`config.mk`:
```
export PLATFORM = sky130hd
export DESIGN_NAME = dmem_arbiter
export DESIGN_NICKNAME = d
export VERILOG_FILES = /design/src/rtl/dmem_arbiter.sv
export SDC_FILE = /design/constraint.sdc
export NUM_CORES = 1
export LEC_CHECK = 0
export ABC_CLOCK_PERIOD_IN_PS = 3300
export CELL_PAD_IN_SITES_DETAIL_PLACEMENT = 1
export CELL_PAD_IN_SITES_GLOBAL_PLACEMENT = 2
export CORE_UTILIZATION = 12
export CTS_CLUSTER_DIAMETER = 60
export DETAILED_ROUTE_END_ITERATION = 10
export GPL_TIMING_DRIVEN = 0
export PLACE_DENSITY = 0.88
export SYNTH_ARGS = -nofsm -noshare
export SYNTH_HDL_FRONTEND = slang
export SYNTH_SLANG_ARGS = --single-unit
```
`constraint.sdc`:
```
create_clock -name clk -period 3.3 [get_ports clk]
set_input_delay 0.99 -clock clk [delete_from_list [all_inputs] [get_ports clk]]
set_output_delay 0.99 -clock clk [all_outputs]
set_load 0.03 [all_outputs]
```
`src/rtl/dmem_arbiter.sv`:
```
// Two-requester round-robin front end for a single-port, byte-enabled data memory.
// Formats stores into lanes/enables and aligns/extends registered read data.
module dmem_arbiter #(
    parameter int DEPTH_WORDS = 64
) (
    input  logic        clk,
    input  logic        reset,

    input  logic        r0_valid,
    output logic        r0_ready,
    input  logic        r0_we,
    input  logic [1:0]  r0_size,
    input  logic        r0_unsigned,
    input  logic [31:0] r0_addr,
    input  logic [31:0] r0_wdata,
    output logic        r0_rvalid,
    output logic [31:0] r0_rdata,
    output logic        r0_err,

    input  logic        r1_valid,
    output logic        r1_ready,
    input  logic        r1_we,
    input  logic [1:0]  r1_size,
    input  logic        r1_unsigned,
    input  logic [31:0] r1_addr,
    input  logic [31:0] r1_wdata,
    output logic        r1_rvalid,
    output logic [31:0] r1_rdata,
    output logic        r1_err,

    output logic        mem_we,
    output logic [3:0]  mem_be,
    output logic [31:0] mem_a,
    output logic [31:0] mem_wd,
    input  logic [31:0] mem_rd
);

    localparam logic [1:0]  SIZE_BYTE   = 2'b00;
    localparam logic [1:0]  SIZE_HALF   = 2'b01;
    localparam logic [1:0]  SIZE_WORD   = 2'b10;
    localparam logic [29:0] DEPTH_LIMIT = 30'(DEPTH_WORDS);

    // Requests gathered into indexable form so both ports share one decoder body.
    logic [1:0]  req_valid;
    logic [1:0]  req_we;
    logic [1:0]  req_unsigned;
    logic [1:0]  req_size  [2];
    logic [31:0] req_addr  [2];
    logic [31:0] req_wdata [2];

    assign req_valid    = {r1_valid, r0_valid};
    assign req_we       = {r1_we, r0_we};
    assign req_unsigned = {r1_unsigned, r0_unsigned};
    assign req_size[0]  = r0_size;
    assign req_size[1]  = r1_size;
    assign req_addr[0]  = r0_addr;
    assign req_addr[1]  = r1_addr;
    assign req_wdata[0] = r0_wdata;
    assign req_wdata[1] = r1_wdata;

    logic [1:0]  req_err;
    logic [3:0]  req_be [2];
    logic [31:0] req_wd [2];

    generate
        for (genvar gi = 0; gi < 2; gi++) begin : g_decode
            logic [1:0] off;
            logic       misaligned;
            logic       out_of_range;

            assign off          = req_addr[gi][1:0];
            assign out_of_range = (req_addr[gi][31:2] >= DEPTH_LIMIT);
            assign req_err[gi]  = misaligned | out_of_range;

            always_comb begin
                misaligned = 1'b0;
                case (req_size[gi])
                    SIZE_BYTE: misaligned = 1'b0;
                    SIZE_HALF: misaligned = off[0];
                    SIZE_WORD: misaligned = |off;
                    default:   misaligned = 1'b1;
                endcase
            end

            // Store data is replicated across all lanes; the enables pick the live ones.
            always_comb begin
                req_be[gi] = 4'b0000;
                req_wd[gi] = 32'h0;
                case (req_size[gi])
                    SIZE_BYTE: begin
                        req_be[gi] = 4'b0001 << off;
                        req_wd[gi] = {4{req_wdata[gi][7:0]}};
                    end
                    SIZE_HALF: begin
                        req_be[gi] = off[1] ? 4'b1100 : 4'b0011;
                        req_wd[gi] = {2{req_wdata[gi][15:0]}};
                    end
                    SIZE_WORD: begin
                        req_be[gi] = 4'b1111;
                        req_wd[gi] = req_wdata[gi];
                    end
                    default: begin
                        req_be[gi] = 4'b0000;
                        req_wd[gi] = 32'h0;
                    end
                endcase
            end
        end
    endgenerate

    // Arbitration: the port that was not served last wins a tie.
    logic last_grant_reg;
    logic last_grant_next;
    logic grant_sel;
    logic accept;

    always_comb begin
        if (&req_valid) begin
            grant_sel = ~last_grant_reg;
        end else begin
            grant_sel = req_valid[1];
        end
        accept          = (|req_valid) & ~reset;
        last_grant_next = accept ? grant_sel : last_grant_reg;
    end

    assign r0_ready = accept & ~grant_sel;
    assign r1_ready = accept & grant_sel;

    logic        sel_we;
    logic        sel_err;
    logic        sel_unsigned;
    logic [1:0]  sel_size;
    logic [31:0] sel_addr;

    always_comb begin
        sel_we       = req_we[grant_sel];
        sel_err      = req_err[grant_sel];
        sel_unsigned = req_unsigned[grant_sel];
        sel_size     = req_size[grant_sel];
        sel_addr     = req_addr[grant_sel];
    end

    always_comb begin
        mem_we = 1'b0;
        mem_be = 4'b0000;
        mem_a  = 32'h0;
        mem_wd = 32'h0;
        if (accept) begin
            mem_a = sel_addr;
            if (sel_we && !sel_err) begin
                mem_we = 1'b1;
                mem_be = req_be[grant_sel];
                mem_wd = req_wd[grant_sel];
            end
        end
    end

    // Response pipeline: one slot, since memory read latency is exactly one cycle.
    logic       resp_valid_reg;
    logic       resp_owner_reg;
    logic       resp_we_reg;
    logic [1:0] resp_size_reg;
    logic       resp_unsigned_reg;
    logic [1:0] resp_off_reg;
    logic       resp_err_reg;

    always_ff @(posedge clk) begin
        if (reset) begin
            last_grant_reg    <= 1'b1;
            resp_valid_reg    <= 1'b0;
            resp_owner_reg    <= 1'b0;
            resp_we_reg       <= 1'b0;
            resp_size_reg     <= 2'b00;
            resp_unsigned_reg <= 1'b0;
            resp_off_reg      <= 2'b00;
            resp_err_reg      <= 1'b0;
        end else begin
            last_grant_reg <= last_grant_next;
            resp_valid_reg <= accept;
            if (accept) begin
                resp_owner_reg    <= grant_sel;
                resp_we_reg       <= sel_we;
                resp_size_reg     <= sel_size;
                resp_unsigned_reg <= sel_unsigned;
                resp_off_reg      <= sel_addr[1:0];
                resp_err_reg      <= sel_err;
            end
        end
    end

    logic [31:0] rd_shifted;
    logic [31:0] load_data;

    always_comb begin
        rd_shifted = mem_rd >> {resp_off_reg, 3'b000};
        load_data  = 32'h0;
        if (!resp_we_reg && !resp_err_reg) begin
            case (resp_size_reg)
                SIZE_BYTE: load_data = resp_unsigned_reg ? {24'h0, rd_shifted[7:0]}
                                                         : {{24{rd_shifted[7]}}, rd_shifted[7:0]};
                SIZE_HALF: load_data = resp_unsigned_reg ? {16'h0, rd_shifted[15:0]}
                                                         : {{16{rd_shifted[15]}}, rd_shifted[15:0]};
                SIZE_WORD: load_data = mem_rd;
                default:   load_data = 32'h0;
            endcase
        end
    end

    // Reset also masks a response already in flight so it never reaches a requester.
    logic [1:0]  rsp_valid;
    logic [1:0]  rsp_err;
    logic [31:0] rsp_data [2];

    generate
        for (genvar gi = 0; gi < 2; gi++) begin : g_resp
            logic owned;
            assign owned         = (gi == 1) ? resp_owner_reg : ~resp_owner_reg;
            assign rsp_valid[gi] = resp_valid_reg & owned & ~reset;
            assign rsp_err[gi]   = rsp_valid[gi] & resp_err_reg;
            assign rsp_data[gi]  = rsp_valid[gi] ? load_data : 32'h0;
        end
    endgenerate

    assign r0_rvalid = rsp_valid[0];
    assign r0_err    = rsp_err[0];
    assign r0_rdata  = rsp_data[0];
    assign r1_rvalid = rsp_valid[1];
    assign r1_err    = rsp_err[1];
    assign r1_rdata  = rsp_data[1];

endmodule

```
== Yosys cells after proc, flatten, opt, wreduce, memory -nomap -nowiden ==
Cells that the tools add are included.
W data, S select, Z words.

* Magnitude comparators: 4
* Equal/unequal tests: 6
* Shift operators: 3
* Multiplexer cells: 40
* Bitwise gates (word level): 16
* Reductions and logical operators: 12

{| class="wikitable"
|+ Operators with widths
! operator !! number
|-
| $mux W32 || 14
|-
| $pmux W32 S3 || 3
|-
| $ge A30 B7 Y1 const B || 2
|-
| $shr A32 B5 Y16 || 1
|-
| $mux W4 || 7
|-
| $pmux W4 S3 || 2
|-
| $and A1 B1 Y1 || 9
|-
| $mux W1 || 9
|-
| $shl A1 B2 Y4 const A || 2
|-
| $eq A2 B1 Y1 const B || 3
|-
| $eq A2 B2 Y1 const B || 3
|-
| $logic_not A2 Y1 || 3
|-
| $mux W2 || 3
|-
| $pmux W1 S3 || 2
|-
| $reduce_or A2 Y1 || 3
|-
| $not A1 Y1 || 4
|-
| $logic_not A1 Y1 || 3
|-
| $ge A2 B2 Y1 const B || 1
|-
| $logic_and A1 B1 Y1 || 2
|-
| $lt A1 B2 Y1 const B || 1
|-
| $not A1 Y2 || 1
|-
| $or A1 B1 Y1 || 2
|-
| $reduce_and A2 Y1 || 1
|}

* Bits in registers: 10
* Output and inout bits: 139

== Longest topological paths before layout ==
Gate-level depths: netlist of the first run.

* Word-level depth: 9
* Depth in mapped cells: 8

== Worst setup path after synthesis of the first run ==
Ideal clock, no wire load.

* Path kind: input port to output port
* Start point: input r0_addr[18]
* End point: output mem_wd[8]
* Data arrival time: 2.946 ns
* Setup slack: -0.636 ns
* Stages: 5
* Buffers on the path: 0
* Path through: or4_1 -> a2111oi_0 -> and3_2 -> o21ai_4 -> a221oi_1

* Longest elaborated chain between the ends: 8

{| class="wikitable"
|+ RTL lines
! element !! line !! RTL
|-
| from (decl) || 14 || <nowiki>input logic [31:0] r0_addr,</nowiki>
|-
| $ge A30 B7 Y1 || 72 || <nowiki>assign out_of_range = (req_addr[gi][31:2] >= DEPTH_LIMIT);</nowiki>
|-
| $or A1 B1 Y1 || 73 || <nowiki>assign req_err[gi] = misaligned | out_of_range;</nowiki>
|-
| $mux W1 (implied by the code) (2 in series) || 138 || <nowiki>sel_err = req_err[grant_sel];</nowiki>
|-
| $logic_not A1 Y1 || 151 || <nowiki>if (sel_we && !sel_err) begin</nowiki>
|-
| $logic_and A1 B1 Y1 || 151 ||
|-
| $mux W32 || 151 ||
|-
| $mux W32 || 149 || <nowiki>if (accept) begin</nowiki>
|-
| to (decl) || 34 || <nowiki>output logic [31:0] mem_wd,</nowiki>
|}

Every way passes these cells. The select of a mux whose other input is x is not followed.

== Worst setup path in the final report of the first run ==
* Start point: input r0_addr[24]
* End point: output mem_wd[8]

Same word-level chain as after synthesis.

==> results.sh, run 1 <==
export IMPL_status="finished, violations left"
export IMPL_violations="negative setup slack"
export IMPL_hpwl_um=19470
export IMPL_ys_seq_area_frac=0.06499
export IMPL_path_class="input port to primary output"
export IMPL_vdd_ir_drop_max_mv=0.1186
export IMPL_yosysTopAreaCell="a21oi_1"
export IMPL_rsz0062_at_grt="yes"
export IMPL_cts_made_buffers=3
export IMPL_synthArstFlopShare=0
export IMPL_cts_root_buf="clkbuf_16"
export IMPL_antenna_found_initial=1
export IMPL_setup_ws_ps=-681.1
export IMPL_cts_sinks=10
export IMPL_drtIter0Drc=208
export IMPL_synth_area_um2=3080
export IMPL_cts_buffer_depth=2
export IMPL_yosysWarnings=0
export IMPL_synth_top_flop_cell="dfxtp_1"
export IMPL_clock_latency_ps=240
export IMPL_start_util=0.1223
export IMPL_final_setup_skew_ps=1.788
export IMPL_fin_cells=1183
export IMPL_drive_gt1_frac=0.5064
export IMPL_maxSlewViolCount=0
export IMPL_wl_um=25040
export IMPL_die_w_um=162.2
export IMPL_globalplace_congestion=0.8967
export IMPL_grt_pass1_wl_um=36910
export IMPL_clk_pin_slew_ps=40
export IMPL_setup_viol=85
export IMPL_fmax_ghz=0.2512
export IMPL_yosysUniqueCellTypes=45
export IMPL_ff2ff_setup_slack_ps=1440
export IMPL_max_cap_violations=0
export IMPL_powerDensity_nw_per_um2=186.0
export IMPL_finalHoldViolCount=0
export IMPL_synth_edf_count=0
export IMPL_syn_inst=488
export IMPL_synth_top_cell_area_share=0.1332
export IMPL_die_area_um2=26320
export IMPL_ant_nets=0
export IMPL_cts_tree="done"
export IMPL_final_cell_mix="buf_6 (122), clkdlybuf4s50_1 (86), buf_2 (51), nand2_1 (51), a21oi_1 (46)"
export IMPL_worstPathRequired_ps=2310
export IMPL_arrival_ps=2990
export IMPL_cpMaxStageDelayCell="clkdlybuf4s50_1"
export IMPL_grt_pass1_vias=6116
export IMPL_dp_cells=1127
export IMPL_tns_ps=-25880
export IMPL_final_min_clock_period_ps=3981
export IMPL_hold_class="flop to flop"
export IMPL_htree_levels=1
export IMPL_cp_num_buf_inv=4
export IMPL_max_slew_margin=0.5318
export IMPL_cp_common_cell="buf_4"
export IMPL_drc=0
export IMPL_grt_max_degree=11
export IMPL_nNetsFinal=1026
export IMPL_cp_end_kind="primary output"
export IMPL_grt_overflow_total=0
export IMPL_area_growth_pct=174.7
export IMPL_track_usage=0.1827
export IMPL_ys_ff_latch=10
export IMPL_port_buffers=309
export IMPL_diodes=0
export IMPL_synth_nets=660
export IMPL_viasPerCell=4.686
export IMPL_synth_area_leaders="a21oi_1 (13%), a22o_1 (12%), nor2_1 (9.5%)"
export IMPL_leakage_nw=3.357
export IMPL_num_vias=5544
export IMPL_std_cell_rows=58
export IMPL_die_h_um=162.2
export IMPL_first_pass_iters=4
export IMPL_coreArea_um2=25180
export IMPL_layout_commonest_cell="buf_6"
export IMPL_worstSetupStartpointType="input port"
export IMPL_syn_mean_instance_area_um2=6.312
export IMPL_worst_slew_pin_slew_ps=699.7
export IMPL_fill_cells=2955
export IMPL_path_cells="clkdlybuf4s50_1, nor4_4, and4_1, and3_4, o21ai_4, buf_4, buf_4, a221oi_4, buf_6"
export IMPL_ios=311
export IMPL_wire_per_inst_um=21.16
export IMPL_period_share=1.206
export IMPL_critical_path_top_delay_family="buffers and inverters"
export IMPL_cpPeakStageDelay_ps=470
export IMPL_crit_fanout=4
-- power by group --
| part | leakage [nW] | internal, mW | switching, mW | total, mW |
|---|---|---|---|---|
| clock | 0.0442 | 0.182 | 0.0547 | 0.237 |
| combinational | 3.23 | 0.560 | 0.639 | 1.20 |
| sequential | 0.0829 | 0.130 | 0.00888 | 0.139 |
-- worst register-to-register path: stages, from the launching register on --
cell and delay (ps):
dfxtp_1 490, a21boi_4 130, buf_4 160, a2111oi_4 310, and3_4 260, buf_4 120, nor2_4 60, a22o_1 220
-- what timing repair did --
action                                  in CTS  in global routing
gates resized for setup                   1205                 96
endpoints found under the setup margin     143                123
gates cloned                                 6                  0
hold buffers                                 0                  0
buffers inserted                            52                  7
pin swaps                                   53                 28
-- layer usage --
metal | routed length [um] | vias to the layer above | global-route usage | share of wire
met5 | 11 | - | 0 | 0.00044
met4 | 748 | 2 | 0.06304 | 0.030
met3 | 1478 | 48 | 0.02988 | 0.059
met2 | 12790 | 247 | 0.3316 | 0.51
met1 | 10010 | 2678 | 0.2149 | 0.40
li1 | - | 2569 | - | -
-- layout make-up --
class / instances / area [um^2] / area share
multi-input combinational: 421 / 3776 / 0.4463
timing repair buffer: 367 / 3570 / 0.4219
tap: 330 / 412.9 / 0.04880
buffer: 42 / 376.6 / 0.04451
sequential: 10 / 200.2 / 0.02366
clock buffer: 4 / 88.84 / 0.01050
inverter: 9 / 36.28 / 0.004289
-- Yosys cell counts, types with 2 or more instances --
library cell  instances
a21boi_0              2
buf_2                 8
a22oi_1              11
clkbuf_1             35
o2bb2ai_1             2
nor3b_1               2
a21oi_1              82
dfxtp_1              10
mux2i_1              27
a211oi_2              4
nor2_1               78
o22a_1                4
a211oi_1              5
buf_6                 2
nor4_1               11
o21ai_0              22
inv_1                 9
nor3_2                9
nand2_1              57
or4_1                 3
buf_1                 3
a22o_1               43
nor3_1                5
a221oi_1             18
nor2b_1               5
mux2_2               12
-- metrics by stage --
| step | setup slack, ps | util | instance area [um^2] | power (mW) | hold slack [ps] |
|---|---|---|---|---|---|
| after floorplan | -395.4 | - | 3665 | 0.6263 | 472.5 |
| after global routing | -749.6 | 0.3360 | 8461 | 1.648 | 619.2 |
| after global placement | -2113 | 0.2848 | 7171 | 1.076 | 501.4 |
| after CTS | -718.2 | 0.3361 | 8464 | 1.576 | 571.7 |
| after detailed placement | -2078 | 0.2848 | 7171 | 1.087 | 558.4 |
| final | -681.1 | 0.3360 | 8461 | 1.574 | 566.0 |
-- path summary, 6_finish.rpt --
| kind | start | end | depth (start not counted) |
|---|---|---|---|
| setup / recovery | r0_addr[24] | mem_wd[8] | 9 |
| hold reg to reg | resp_we_reg | resp_we_reg | 2 |
| hold / removal | resp_we_reg | resp_we_reg | 2 |
| setup reg to reg | last_grant_reg | resp_err_reg | 7 |
-- cells by family (layout without fill, tap and decap cells) --
group,Yosys count,count (layout),share of synthesized area
compound gates,200,200,0.4419
simple gates,180,180,0.2734
buf+inv,57,422,0.07758
mux,40,40,0.1389
flops,10,10,0.06499
fa+ha+maj,1,1,0.003250
No activity file was read; power rests on OpenSTA's default activity.
==> inputs of run 2 (changes only) <==
Settings changed: ABC_CLOCK_PERIOD_IN_PS 3300 to default, CAP_MARGIN from default to 10, TNS_END_PERCENT from default to 20.
==> results.sh, run 2 (synthesis results as in run 1) <==
export IMPL_ios=311
export IMPL_nNetsFinal=996
export IMPL_cpPeakStageDelay_ps=530
export IMPL_status="finished, violations left"
export IMPL_grt_overflow_total=0
export IMPL_maxSlewViolCount=0
export IMPL_hold_class="flop to flop"
export IMPL_period_share=1.213
export IMPL_port_buffers=309
export IMPL_hpwl_um=18690
export IMPL_cts_tree="done"
export IMPL_drc=0
export IMPL_globalplace_congestion=0.9131
export IMPL_track_usage=0.1702
export IMPL_comb_power_share=0.738
export IMPL_htree_levels=1
export IMPL_fin_hold_ws_ps=529.8
export IMPL_grt_max_degree=11
export IMPL_max_slew_margin=0.5065
export IMPL_worstSetupStartpointType="input port"
export IMPL_cp_common_cell="buf_6"
export IMPL_cts_root_buf="clkbuf_16"
export IMPL_hold_buffers=0
export IMPL_fmax_ghz=0.2497
export IMPL_finalHoldViolCount=0
export IMPL_ant_nets=0
export IMPL_powerDensity_nw_per_um2=169.8
export IMPL_start_util=0.1223
export IMPL_first_pass_iters=4
export IMPL_final_setup_skew_ps=1.762
export IMPL_layout_commonest_cell="clkdlybuf4s50_1"
export IMPL_final_min_clock_period_ps=4004
export IMPL_vdd_ir_drop_max_mv=0.1278
export IMPL_cts_made_buffers=3
export IMPL_max_cap_violations=0
export IMPL_violations="negative setup slack"
export IMPL_viasPerCell=4.668
export IMPL_path_class="input port to primary output"
export IMPL_leakage_nw=3.080
export IMPL_worstPathRequired_ps=2310
export IMPL_area_growth_pct=150.2
export IMPL_utilization=0.3061
export IMPL_antenna_found_initial=1
export IMPL_wire_per_inst_um=20.58
export IMPL_p_int_mw=0.7101
export IMPL_cts_buffer_depth=2
export IMPL_power_share_switching=0.4574
export IMPL_clockPowerShare=0.156
export IMPL_cts_sinks=10
export IMPL_arrival_ps=3010
export IMPL_setup_ws_ps=-704.3
export IMPL_coreArea_um2=25180
export IMPL_rsz0062_at_grt="yes"
export IMPL_cpMaxStageDelayCell="or4_4"
export IMPL_wl_um=23720
export IMPL_die_area_um2=26320
export IMPL_clock_latency_ps=230
export IMPL_path_cells="buf_6, or4_4, a2111oi_4, and3_4, o21ai_4, buf_6, buf_12, buf_12, a211oi_4, buf_6"
export IMPL_drtIter0Drc=228
export IMPL_grt_pass1_wl_um=34270
export IMPL_setup_viol=131
export IMPL_crit_fanout=5
export IMPL_p_switching_mw=0.5986
export IMPL_num_vias=5382
export IMPL_std_cell_rows=58
export IMPL_cp_end_kind="primary output"
export IMPL_final_cell_mix="clkdlybuf4s50_1 (91), buf_6 (68), nor2_1 (63), a21oi_1 (57), nand2_1 (53)"
export IMPL_drive_gt1_frac=0.4075
export IMPL_worst_slew_pin_slew_ps=740.2
export IMPL_clk_pin_slew_ps=40
export IMPL_p_seq_frac=0.105
export IMPL_die_w_um=162.2
export IMPL_die_h_um=162.2
export IMPL_grt_pass1_vias=5509
## run 2: changes by cell type in the layout (fill, tap and decap cells not counted), moves of 11 or more
cell,change
a21oi_2,+14
clkdlybuf4s15_2,+36
a21oi_4,-25
buf_2,-34
nor2_2,-18
nor2_1,+21
a21oi_1,+11
dlymetal6s2s_1,+11
clkbuf_4,+15
buf_6,-54
## run 2: power groups by stage
stage          Clock, mW  Combinational (mW)  Sequential [mW]
5_1_grt            0.218                1.03            0.138
4_1_cts            0.211               0.922            0.137
3_3_place_gp           0               0.882            0.138
6_report           0.205               0.966            0.138
2_1_floorplan          0               0.433            0.136
3_5_place_dp           0               0.890            0.138
## run 2: worst max-delay path, delay by kind of cell
kind                   cells  cell delay (ps)
and+or+nand+nor            2              810
buffers and inverters      5              650
AOI/OAI and AO/OA          3              550
## run 2: path summary, 6_finish.rpt
path / startpoint / to / slack (ps) / cells after the start
setup reg to reg: last_grant_reg / resp_size_reg[0] / 1580 / 5
setup / recovery: r0_addr[30] / mem_wd[11] / -700 / 10
hold reg to reg: g_resp[1].owned / g_resp[1].owned / 530 / 2
hold / removal: g_resp[1].owned / g_resp[1].owned / 530 / 2
## run 2: metrics by stage
stage	total power, mW	TNS (ps)	instances	worst slack [ps]	instance area (um^2)
after floorplan	0.5692	-25130	488	-395.4	3328
after global placement	1.020	-195470	1127	-2150	6834
after detailed placement	1.028	-194930	1127	-2128	6834
after CTS	1.270	-63190	1148	-781.0	7516
after global routing	1.385	-46040	1153	-763.0	7707
final	1.309	-35950	1153	-704.3	7707
## run 2: area by class of cell
class | count | area, um^2
multi-input cells | 421 | 3331
fillers | 3019 | 17470
inverters | 9 | 36.28
well taps | 330 | 412.9
plain buffers | 46 | 360.3
repair buffers | 333 | 3289
clock buffers | 3 | 75.07
flip-flops and latches | 10 | 200.2
diodes | 1 | 2.502
## run 2: timing repair
item                                    4_1_cts  5_1_grt
endpoints found under the setup margin      144      137
gates cloned                                  3        1
gates resized for setup                     874      245
pin swaps                                    44       28
setup buffers                                17        8
## run 2: per-layer routing
| layer | part of all wire | up-vias | track usage | routed length, um |
|---|---|---|---|---|
| li1 | - | 2501 | - | - |
| met1 | 0.41 | 2592 | 0.2064 | 9734 |
| met3 | 0.069 | 23 | 0.03013 | 1630 |
| met2 | 0.50 | 266 | 0.3061 | 11960 |
| met4 | 0.017 | 0 | 0.04331 | 398 |
| met5 | 0 | - | 0 | 0 |
==> inputs of run 3 (changes only) <==
Settings changed: CORE_MARGIN from default to 1.
==> results of run 3 <==
Same layout as run 2: the final DEF is identical, and so are final timing and power.
==> edit 1 (config.mk and constraints of run 3) <==
Put a register stage on the outputs `r0_err` and `r1_err`, cleared by the reset. The values now appear one clock later. The other outputs are not delayed to match.
--- a/src/rtl/dmem_arbiter.sv
+++ b/src/rtl/dmem_arbiter.sv
@@ -223,10 +223,17 @@
     endgenerate
 
     assign r0_rvalid = rsp_valid[0];
-    assign r0_err    = rsp_err[0];
     assign r0_rdata  = rsp_data[0];
     assign r1_rvalid = rsp_valid[1];
-    assign r1_err    = rsp_err[1];
+    always_ff @(posedge clk) begin
+        if (reset) begin
+            r0_err <= '0;
+            r1_err <= '0;
+        end else begin
+            r0_err <= rsp_err[0];
+            r1_err <= rsp_err[1];
+        end
+    end
     assign r1_rdata  = rsp_data[1];
 
 endmodule
Formal check against the unedited RTL: not equivalent (a bounded check fails within 4 cycles, from zero or initial values and one cycle with reset high).
==> edit 1 against run 3 <==
The flow still finishes with violations (setup timing). Worst setup slack improved by 0.13 ns. Routed wire length increased by 2.0%. First-iteration DRC count decreased by 16%. Global-route usage increased by 0.20 points. Total power increased by 10%. Sequential cell count increased by 2. Synthesized cell count decreased by 1.0%. Synthesized area increased by 0.61%. Final area increased by 4.3%. Critical path type unchanged. Critical endpoint is now mem_wd[26]. Largest power group unchanged.
==> edit 1: results <==
metrics = {
    "clock_network": {
        "cts_resized": 968,
        "clkLatencyLatePin_ns": 0.24,
        "clk_path_buf_depth": 2,
        "postCtsSetupBuffers": 21,
        "cts-root-buf": "clkbuf_16",
    },
    "routing": {
        "vias_per_cell": 4.69,
        "wl_met1_mm": 10.0,
        "met2_length_mm": 12.0,
        "dr_wl_met3_mm": 1.64,
        "first_pass_iters": 6,
        "postRouteWirelength_mm": 24.2,
        "drt_iter0_markers": 191,
        "wl_per_cell_um": 21.0,
    },
    "synthesis": {
        "synth_seq_area_share_pct": 7.75,
        "synth_flop_cell": "dfxtp_1",
        "syn-num-nets": 655,
        "synth_common_cells": "82 x a21oi_1, 77 x nor2_1, 48 x nand2_1",
        "synth_area_leaders": "a21oi_1 13%, a22o_1 11%, mux2i_1 10%",
        "synth_cell_type_count": 46,
        "netlist_instances": 483,
    },
    "power_and_ir_drop": {
        "vdd_drop_max_uv": 136,
        "power.leakage_nw": 3.18,
        "power.switching_uw": 647,
        "p_total_mw": 1.44,
        "powerClk_uw": 216,
        "p_seq_share_pct": 11.3,
    },
    "placed_design": {
        "place_ws_ns": -1.83,
        "placed_area_um2": 7070,
        "gp_congestion": 0.841,
        "place_hpwl_mm": 19.0,
        "post-place-cells": 1122,
    },
    "layout": {
        "insertedDiodeCount": 0,
        "layout-drive-gt1-share_pct": 45.1,
        "fin_nets": 999,
    },
    "setup_path": {
        "slowest_stage": "nor4_4",
        "max_stage_delay_ns": 0.43,
        "cp_top_family": "simple AND/OR/NAND/NOR gates",
        "worstPathArrival_ns": 2.89,
    },
    "global_routing": {
        "grt_pass1_vias": 5827,
        "met1_usage_pct": 20.8,
        "use_met2_pct": 31.2,
        "antenna_found_initial": 0,
        "grt_max_degree": 11,
        "grt_pass1_wl_mm": 35.0,
        "use_met3_pct": 2.70,
        "grtUsageTotal_pct": 17.2,
    },
    "min_path": {
        "hold_class": "reg2reg",
    },
    "timing": {
        "finalSetupTns_ns": -27.46,
        "final-setup-viol-count": 93,
        "fin_skew_ns": 0.000557,
        "maxSlewHeadroom_pct": 49.0,
        "setup_ws_ns": -0.578,
    },
    "status": {
        "outcome": "finished with violations",
        "violations": "setup timing",
    },
}
edit 1: cell count changes after synthesis, sizes merged, moves of 4 or more:
| cell | delta |
|---|---|
| mux2i | +4 |
| clkbuf | -7 |
| nor3 | +6 |
| buf | +7 |
| mux2 | -4 |
| a22o | -4 |
| nand2 | -9 |
edit 1: final cells by class:
class                      instances  area, µm²
sequential                        12        240
multi-input combinational        414       3450
inverter                           9       41.3
tap                              330        413
fill                            3004      17200
timing repair buffer             340       3390
buffer                            47        430
clock buffer                       3       75.1
edit 1: final timing paths:
path	start	slack (ns)	cells after the start	to
max	r1_addr[30]	-0.58	11	mem_wd[26]
min	resp_we_reg	0.51	2	resp_we_reg
max reg2reg	resp_size_reg[1]	1.52	4	resp_size_reg[1]
min reg2reg	resp_we_reg	0.51	2	resp_we_reg
edit 1: cell families after synthesis:
kind of cell,Yosys count,synth area share [%]
flip-flops,12,7.75
AND/OR/NAND/NOR,176,27.8
multiplexers,40,13.6
AO/OA/AOI/OAI,198,42.5
buffers and inverters,57,8.36
==> edit 2 (settings of run 3) <==
Made on the original files. The parameter `DEPTH_WORDS` goes from 64 to 48.
--- a/src/rtl/dmem_arbiter.sv
+++ b/src/rtl/dmem_arbiter.sv
@@ -1,7 +1,7 @@
 // Two-requester round-robin front end for a single-port, byte-enabled data memory.
 // Formats stores into lanes/enables and aligns/extends registered read data.
 module dmem_arbiter #(
-    parameter int DEPTH_WORDS = 64
+    parameter int DEPTH_WORDS = 48
 ) (
     input  logic        clk,
     input  logic        reset,
Formal check against the unedited RTL: not equivalent (Yosys sat finds a counterexample within 4 cycles, from zero or initial values and one cycle with reset high).
==> edit 2 against run 3 <==
The run still ends with setup timing left. Via count increased by 0.45%. Worst setup slack improved by 0.023 ns. First-iteration DRC count increased by 11%. Final area increased by 6.2%. Die area increased by 9.8%. Non-clock buffer count increased by 9. Synthesized area increased by 10%. Sequential share of layout area decreased by 0.15 points. Total power increased by 7.6%. Routed wire length increased by 5.8%. Sequential cell count unchanged. Highest routed layer unchanged.
==> edit 2: results <==
metrics = {
    "status": {
        "outcome": "finished with violations",
        "violations": "setup timing",
    },
    "synthesis": {
        "synth_area_leaders": "a22o_1 12%, mux2i_1 8.6%, a21oi_1 8.3%",
        "synth_seq_area_share_pct": 5.91,
        "synth_common_cells": "56 x a21oi_1, 47 x nand2_1, 46 x a22o_1",
        "synth_cell_type_count": 44,
    },
    "timing": {
        "final-setup-viol-count": 120,
        "fin_skew_ns": 0.00280,
        "finalSetupTns_ns": -31.49,
        "tightest_slew_ns": 0.662,
        "setup_ws_ns": -0.681,
    },
    "setup_path": {
        "endpoint": "mem_be[0]",
        "crit_path_start": "r0_addr[26]",
        "worstPathArrival_ns": 2.99,
        "reg2reg_slack_ns": 1.47,
        "regToRegEndpoint": "resp_err_reg",
    },
    "routing": {
        "drt_iter0_markers": 253,
        "met2_length_mm": 12.6,
        "vias_per_cell": 4.56,
        "postRouteWirelength_mm": 25.1,
        "wl_met1_mm": 10.6,
        "first_pass_iters": 4,
    },
    "min_path": {
        "worstHoldStart": "resp_we_reg",
        "hold_end": "resp_we_reg",
    },
    "global_routing": {
        "use_met3_pct": 2.77,
        "antenna_found_initial": 0,
        "met1_usage_pct": 20.6,
    },
    "layout": {
        "layout-drive-gt1-share_pct": 41.8,
        "insertedDiodeCount": 0,
        "fillers": 3259,
        "fin_nets": 981,
    },
    "power_and_ir_drop": {
        "vdd_drop_max_uv": 109,
        "power.leakage_nw": 3.11,
    },
    "placed_design": {
        "port-buffer-count": 308,
        "place_hpwl_mm": 20.2,
    },
}
[edit 2: changes by cell type after synthesis, sizes merged, moves of 12 or more]
cell	before	now
nor2	78	32
o21ai	23	10
mux2	12	0
a211oi	9	35
a221o	0	15
a221oi	18	3
a21oi	82	56
o2bb2ai	2	27
[edit 2: area by class of cell]
type                    count  share of cell area [%]
multi-input cells         398                    43.8
repair buffers            336                    40.3
plain buffers              52                    6.10
well taps                 378                    5.78
flip-flops and latches     10                    2.45
clock buffers               4                    1.09
inverters                   8                   0.474
[edit 2: per-stage QoR]
stage / instance area [µm²] / setup WS (ns) / hold WS (ns) / std cells
floorplan: 3860 / -0.413 / 0.450 / 469
global placement: 7420 / -2.05 / 0.467 / 1155
detailed placement: 7420 / -2.12 / 0.473 / 1155
CTS: 7890 / -0.715 / 0.480 / 1173
global route: 8180 / -0.740 / 0.541 / 1186
finish: 8180 / -0.681 / 0.482 / 1186
[edit 2: what timing repair did]
| item | in CTS | in global routing |
|---|---|---|
| setup endpoints to repair | 142 | 138 |
| resized for setup | 886 | 191 |
| gates cloned | 4 | 1 |
| pin swaps | 25 | 26 |
| buffers inserted | 10 | 13 |
[edit 2: kinds of logic (layout without fill, tap and decap cells)]
family / after synthesis / count (layout) / share of synthesized area (%)
AOI/OAI and AO/OA: 232 / 232 / 54.3
and+or+nand+nor: 127 / 127 / 17.6
buffers and inverters: 61 / 400 / 7.83
muxes: 37 / 37 / 13.9
DFF: 10 / 10 / 5.91
xor gates and xnor gates: 2 / 2 / 0.517
[edit 2: where the power goes]
part	total [mW]	switching, mW	internal, mW
Combinational	1.03	0.562	0.469
Clock	0.240	0.0574	0.182
Sequential	0.138	0.00837	0.130
